<file path="src/rtl/pipe_addsub.sv">
// Pipelined WIDTH-bit adder/subtractor: the carry chain is cut into STAGES chunks,
// one chunk resolved per stage, with a single global stall driven by the output handshake.

module pipe_addsub_chunk #(
    parameter int C = 8
) (
    input  logic [C-1:0] a_c,
    input  logic [C-1:0] b_c,
    input  logic         c_in,
    output logic [C-1:0] s_c,
    output logic         c_out
);
    logic [C:0] t;

    always_comb begin
        t     = {1'b0, a_c} + {1'b0, b_c} + {{C{1'b0}}, c_in};
        s_c   = t[C-1:0];
        c_out = t[C];
    end
endmodule

module pipe_addsub #(
    parameter int WIDTH  = 32,
    parameter int STAGES = 4
) (
    input  logic             clk,
    input  logic             rst_n,
    input  logic             in_valid,
    output logic             in_ready,
    input  logic [WIDTH-1:0] a,
    input  logic [WIDTH-1:0] b,
    input  logic             cin,
    input  logic             sub,
    output logic             out_valid,
    input  logic             out_ready,
    output logic [WIDTH-1:0] sum,
    output logic             cout,
    output logic             overflow,
    output logic             zero
);
    localparam int C = WIDTH / STAGES;

    // *_q: stage registers; *_d: what stage k consumes; res_n/c_n: what stage k produces
    logic [STAGES-1:0][WIDTH-1:0] a_q, b_q, res_q;
    logic [STAGES-1:0]            c_q;
    logic [STAGES-1:0]            vld_pipe;
    logic [STAGES-1:0][WIDTH-1:0] a_d, b_d, res_d, res_n;
    logic [STAGES-1:0]            c_d;
    logic [C-1:0]                 chunk_s [STAGES];
    logic                         c_n     [STAGES];
    logic                         en;
    logic                         ovf_n;

    assign en        = !out_valid || out_ready;
    assign in_ready  = en;
    assign out_valid = vld_pipe[STAGES-1];
    assign sum       = res_q[STAGES-1];

    always_comb begin
        a_d      = '0;
        b_d      = '0;
        res_d    = '0;
        c_d      = '0;
        a_d[0]   = a;
        b_d[0]   = sub ? ~b : b;
        c_d[0]   = cin ^ sub;
        for (int k = 1; k < STAGES; k++) begin
            a_d[k]   = a_q[k-1];
            b_d[k]   = b_q[k-1];
            res_d[k] = res_q[k-1];
            c_d[k]   = c_q[k-1];
        end
    end

    for (genvar k = 0; k < STAGES; k++) begin : g_chunk
        pipe_addsub_chunk #(.C(C)) u_chunk (
            .a_c   (a_d[k][k*C +: C]),
            .b_c   (b_d[k][k*C +: C]),
            .c_in  (c_d[k]),
            .s_c   (chunk_s[k]),
            .c_out (c_n[k])
        );
    end

    always_comb begin
        res_n = res_d;
        for (int k = 0; k < STAGES; k++)
            res_n[k][k*C +: C] = chunk_s[k];
    end

    // The top operand bits are still carried into the last stage, so overflow is resolved there
    assign ovf_n = (a_d[STAGES-1][WIDTH-1] == b_d[STAGES-1][WIDTH-1]) &&
                   (res_n[STAGES-1][WIDTH-1] != a_d[STAGES-1][WIDTH-1]);

    always_ff @(posedge clk or negedge rst_n) begin
        if (!rst_n) begin
            vld_pipe <= '0;
            a_q      <= '0;
            b_q      <= '0;
            res_q    <= '0;
            c_q      <= '0;
            cout     <= 1'b0;
            overflow <= 1'b0;
            zero     <= 1'b0;
        end else if (en) begin
            vld_pipe[0] <= in_valid;
            for (int k = 1; k < STAGES; k++)
                vld_pipe[k] <= vld_pipe[k-1];
            a_q   <= a_d;
            b_q   <= b_d;
            res_q <= res_n;
            for (int k = 0; k < STAGES; k++)
                c_q[k] <= c_n[k];
            cout     <= c_n[STAGES-1];
            overflow <= ovf_n;
            zero     <= (res_n[STAGES-1] == '0);
        end
    end

    // Last-stage operand/carry copies and already-consumed low chunks are never read
    logic unused_pipe;
    assign unused_pipe = ^{a_q, b_q, c_q};
endmodule

</file>
<file path="config.mk">
export PLATFORM = sky130hd
export DESIGN_NAME = pipe_addsub
export DESIGN_NICKNAME = d
export VERILOG_FILES = /design/src/rtl/pipe_addsub.sv
export SDC_FILE = /design/constraint.sdc
export NUM_CORES = 1
export LEC_CHECK = 0
export ABC_AREA = 1
export BUFFER_PORTS_ARGS = -buffer_cell sky130_fd_sc_hd__buf_2
export CORE_MARGIN = 2
export CORE_UTILIZATION = 55
export DETAILED_ROUTE_END_ITERATION = 8
export GPL_ROUTABILITY_DRIVEN = 0
export PLACE_DENSITY = 0.76
export RECOVER_POWER = 100
export SLEW_MARGIN = 0
export SYNTH_ARGS = -nofsm -noshare
export SYNTH_HDL_FRONTEND = slang
export SYNTH_SLANG_ARGS = --single-unit
</file>
<file path="constraint.sdc">
create_clock -name clk -period 3.1 [get_ports clk]
set_input_delay 0.31 -clock clk [delete_from_list [all_inputs] [get_ports clk]]
set_output_delay 0.31 -clock clk [all_outputs]
set_load 0.005 [all_outputs]
</file>
# Word level (Yosys, flattened, before mapping)
# Cells that the tools add are included.
[word_totals]
mem_bits_rw = 0
output_inout_bits = 37
memories = 0
romBits = 0
latchBits = 0
regBits = 282
in_bits = 70
[op_classes]
addsub = 8
n_reduce_logical = 4
n_mul = 0
shifts = 0
div = 0
bitwise = 2
order_cmp = 0
eq_ne = 2
mux = 1
[op_table]
columns = ["op", "n"]
rows = [
  ["adder 8 x 8 -> 9 bit", 4],
  ["adder 9 x 1 -> 9 bit", 4],
  ["zero test 32 bit", 1],
  ["2-to-1 mux 32 bit", 1],
  ["NOT 32 bit", 1],
  ["equality test 1 bit", 1],
  ["logical AND 1 bit", 1],
  ["zero test 1 bit", 1],
  ["logical OR 1 bit", 1],
  ["inequality test 1 bit", 1],
  ["bitwise XOR 1 bit", 1],
]

# Longest topological paths before layout
[depth]
word_depth = 4
depth_mapped = 12

# Hierarchy
# From an unflattened synthesis, not the netlist that was laid out.
[hier_totals]
cells_unflattened = 1026
hier_area_um2 = 9102.5
[modules_own_cells]
columns = ["module", "n_inst", "cells_each", "area_each_um2", "seq_area_each_um2"]
rows = [
  ["pipe_addsub", 1, 790, 7603.5, 4654.5],
  ["pipe_addsub_chunk (g_chunk[0].u_chunk ...)", 3, 59, 384.1, 0.0],
  ["pipe_addsub_chunk (g_chunk[3].u_chunk)", 1, 59, 346.6, 0.0],
]

# Least setup slack after synthesis
# OpenSTA, ideal clock, no wires.
[synth_path]
path_type = "in2reg"
startpoint = "input sub"
endpoint = "register res_q (netlist bit res_d[38])"
slack_ns = 0.901
cell_stages = 9
setup_time_ns = 0.083
path_buffers = 2
arrival_ns = 2.117
path_cell_list = "buf_2 buf_4 xor2_1 fa_1 fa_1 nand4_1 nand3_1 xnor2_1 o21ai_0"
[synth_via]
elab_chain_len = 3
elab_cells_between_ends = 4
cone_classes = "add/sub: 2; mux: 1; bitwise: 1"
[synth_lines]
columns = ["item", "line", "source"]
rows = [
  ["start: declaration", "33", "input logic sub,"],
  ["2-to-1 mux 32 bit", "65", "b_d[0] = sub ? ~b : b;"],
  ["adder 8 x 8 -> 9 bit", "16", "t = {1'b0, a_c} + {1'b0, b_c} + {{C{1'b0}}, c_in};"],
  ["adder 9 x 1 -> 9 bit *", "16", ""],
  ["end signal: assignment", "111", "res_q <= res_n;"],
  ["end: declaration", "44", "logic [STAGES-1:0][WIDTH-1:0] a_q, b_q, res_q;"],
]
# Every way passes the cells marked *; elsewhere a longest branch is shown, timed or not.
# A chain may end at the register's enable or synchronous reset.

# Worst setup path after layout
[layout_path]
startpoint = "register vld_pipe[3]"
endpoint = "register res_q (netlist bit res_d[37])"
[layout_via]
elab_chain_len = 2
[layout_lines]
columns = ["item", "line", "source"]
rows = [
  ["start: declaration", "46", "logic [STAGES-1:0] vld_pipe;"],
  ["start signal: indexed assignment", "108", "vld_pipe[k] <= vld_pipe[k-1];"],
  ["zero test 1 bit", "54", "assign en = !out_valid || out_ready;"],
  ["logical OR 1 bit", "54", ""],
]
# Every way passes these cells.

==> flow_metrics.env <==
export IMPL_r2r_start="vld_pipe[3]"
export IMPL_coreArea_um2=15310
export IMPL_cts_resized=0
export IMPL_pre_cts_slack_ns=0.8205
export IMPL_combPwrFrac=0.377
export IMPL_tightest_slew_ns=1.558
export IMPL_fp_dieW_um=129.6
export IMPL_drive_above_1_share=0.1192
export IMPL_max_cap_viol_count=1
export IMPL_yosysSeqAreaShare=0.5361
export IMPL_antenna_found_initial=0
export IMPL_crit_path_start_kind="flop"
export IMPL_fin_ws_ns=0.6977
export IMPL_ys_seq_elements=186
export IMPL_slew_headroom=-0.03894
export IMPL_final_common_cell="nand2_1"
export IMPL_ios=107
export IMPL_grt_remaining_overflow=0
export IMPL_worstPathCellList="inv_1, or2_0, clkinv_4, clkbuf_1, o21ai_0"
export IMPL_fin_crit_ns=2.402
export IMPL_die_area_um2=16810
export IMPL_crit_required_ns=3.37
export IMPL_outcome="complete, but fails checks"
export IMPL_slew_viol_final=31
export IMPL_tritoncts="done"
export IMPL_cp_top_family="buffers and inverters"
export IMPL_critPathSlowestCell="clkbuf_1"
export IMPL_critPathArrivalTime_ns=2.68
export IMPL_crit_path_end_kind="flop"
export IMPL_cts_root_buf="clkbuf_16"
export IMPL_diodes=0
export IMPL_p_int_mw=6.108
export IMPL_p_sw_mw=3.837
export IMPL_cts_setup_buffers=0
export IMPL_hp_class="input pin to flop"
export IMPL_yosys_warnings=0
export IMPL_setup_viol=0
export IMPL_drtPass1Iterations=5
export IMPL_drc=0
export IMPL_syn_num_nets=1085
export IMPL_worstRegToRegCells=5
export IMPL_final_setup_tns_ns=0
export IMPL_fmax_mhz=416.3
export IMPL_crit_buf_inv=3
export IMPL_num_fill_cells=1309
export IMPL_routedWlPerCell_um=13.49
export IMPL_postRouteAntennaNets=0
export IMPL_via_per_inst=5.015
export IMPL_grt_first_pass_wirelength_mm=29.45
export IMPL_crit_type="flop to flop"
export IMPL_vdd_drop_max_v=0.0005784
export IMPL_cts_buffer_depth=2
export IMPL_vias=6484
export IMPL_power_density_nw_per_um2=1012
export IMPL_period_share=0.7749
export IMPL_insertion_delay_ns=0.43
export IMPL_syn_area_per_cell_um2=8.868
export IMPL_p_leak_nw=5.002
export IMPL_synth_distinct_cells=28
export IMPL_worstSetupStartpoint="vld_pipe[3]"
export IMPL_fin_nets=1175
export IMPL_rsz0062_at_grt="no"
export IMPL_fin_skew_ns=0.007904
export IMPL_clkSinkCount=186
export IMPL_endpoint="res_d[37]"
export IMPL_globalRouteTotalUtil=0.2214
export IMPL_portBuffers=106
export IMPL_netSwitchingFraction=0.3859
export IMPL_start_util=0.5669
export IMPL_crit_cells=5
export IMPL_postCtsHoldBufs=1
export IMPL_drtIter0Drc=457
export IMPL_rows=45
export IMPL_cts_buffers=17
export IMPL_slowest_delay_ns=0.76
export IMPL_clkPwrFrac=0.212
export IMPL_synthCells=979
export IMPL_syn_to_final_growth_pct=13.17
export IMPL_dp_hpwl_mm=11.76
export IMPL_cts_max_level=4
export IMPL_violations="capacitance limit, slew limit"
export IMPL_rr_endpoint="res_d[37]"
export IMPL_grt_max_degree=165
export IMPL_hold_viol=0
export IMPL_crit_fanout=109
export IMPL_pwr_share_seq=0.412
export IMPL_die_h_um=129.6
export IMPL_clk_pin_slew_ns=0.07
export IMPL_totalWireLength_mm=17.44
export IMPL_synthesis_area_um2=8682
export IMPL_layout_common_cells="nand2_1, dfrtp_1, o21ai_0"
export IMPL_grt_pass1_vias=6126
export IMPL_r2r_slack_ns=0.70
## final cells by class
class | count | area (um^2) | area share
Clock buffer | 21 | 470.5 | 0.04788
Clock inverter | 11 | 108.9 | 0.01108
Inverter | 84 | 320.3 | 0.03260
Multi-Input combinational cell | 665 | 3402 | 0.3462
Sequential cell | 186 | 4654 | 0.4737
Tap cell | 211 | 264.0 | 0.02687
Timing Repair Buffer | 115 | 605.6 | 0.06163
## registers in the layout, indices dropped and copies added (netlist names), 3 cells and up
signal and cells:
a_d 48, sum 32, vld_pipe 4, res_d 48, b_d 48, c_q 3
## synthesized netlist by cell type
cell type  instances  area, um^2
o21a_1             1       7.510
clkbuf_4           1       7.510
a21oi_2            1       8.760
clkbuf_1           7       26.28
nand4_1           11       68.82
nor2_1            36       135.1
clkinv_4           1       8.760
buf_4              8       60.06
o21ai_1           45       225.2
xor2_1            19       166.4
nand3b_1           4       30.03
nand3_1           22       110.1
a22oi_1            1       7.510
fa_1               8       160.2
xnor2_1           25       219.0
o21bai_1           3       22.52
or2_2              3       18.77
buf_2             17       85.08
inv_1             83       311.6
or2_4              1       8.760
nand2_1          347        1303
o21ai_0           86       430.4
a31oi_1           10       62.56
buf_6             11       123.9
a21oi_1           13       65.06
dfrtp_1          186        4654
nor3_1             1       5.000
ha_1              28       350.3
## worst min-delay path: cells and delay by family
kind,cells,cell delay [ns]
AND/OR/NAND/NOR,2,0.09
buffers and inverters,1,0.07
## cell families after synthesis
family                     count (synthesis)  synth area share
DFF                                      186            0.5361
adders and majority gates                 36           0.05880
buffers and inverters                    128           0.07177
AOI/OAI and AO/OA                        160           0.09555
and+or+nand+nor                          425            0.1934
xor gates and xnor gates                  44           0.04439
## power groups by stage
stage                     clock, mW  combinational (mW)  sequential (mW)
after floorplan                   0                2.83             3.99
after global placement            0                3.65             4.08
after detailed placement          0                3.78             4.11
after CTS                      2.14                3.84             4.09
after global routing           2.25                4.36             4.21
final                          2.10                3.75             4.10
## layer usage
layer,wire (um),vias up,GRT usage
met5,0,-,0
met3,754,21,0.04046
li1,-,3280,-
met4,291,0,0.07084
met2,7629,162,0.3261
met1,8766,3021,0.3352
## worst min path at each step
stage | depth (start not counted) | from | end | slack, ns
floorplan | 0 | rst_n | a_d[120] | 0.01
global placement | 1 | rst_n | a_d[62] | 0.23
detailed placement | 1 | rst_n | a_d[61] | 0.23
CTS | 3 | a[10] | a_d[42] | 0.07
global route | 3 | a[25] | a_d[57] | 0.08
finish | 3 | a[10] | a_d[42] | 0.08
## through the flow
step / cell area, um^2 / total power, mW / utilization / hold WS, ns / instances
floorplan: 8682 / 6.817 / - / 0.01441 / 979
global placement: 9278 / 7.730 / 0.6058 / 0.2274 / 1260
detailed placement: 9278 / 7.895 / 0.6058 / 0.2271 / 1260
CTS: 9867 / 10.07 / 0.6443 / 0.06737 / 1293
global route: 9826 / 10.83 / 0.6416 / 0.07516 / 1293
finish: 9826 / 9.945 / 0.6416 / 0.07746 / 1293
Note: power is estimated with default switching activity, not from simulation.
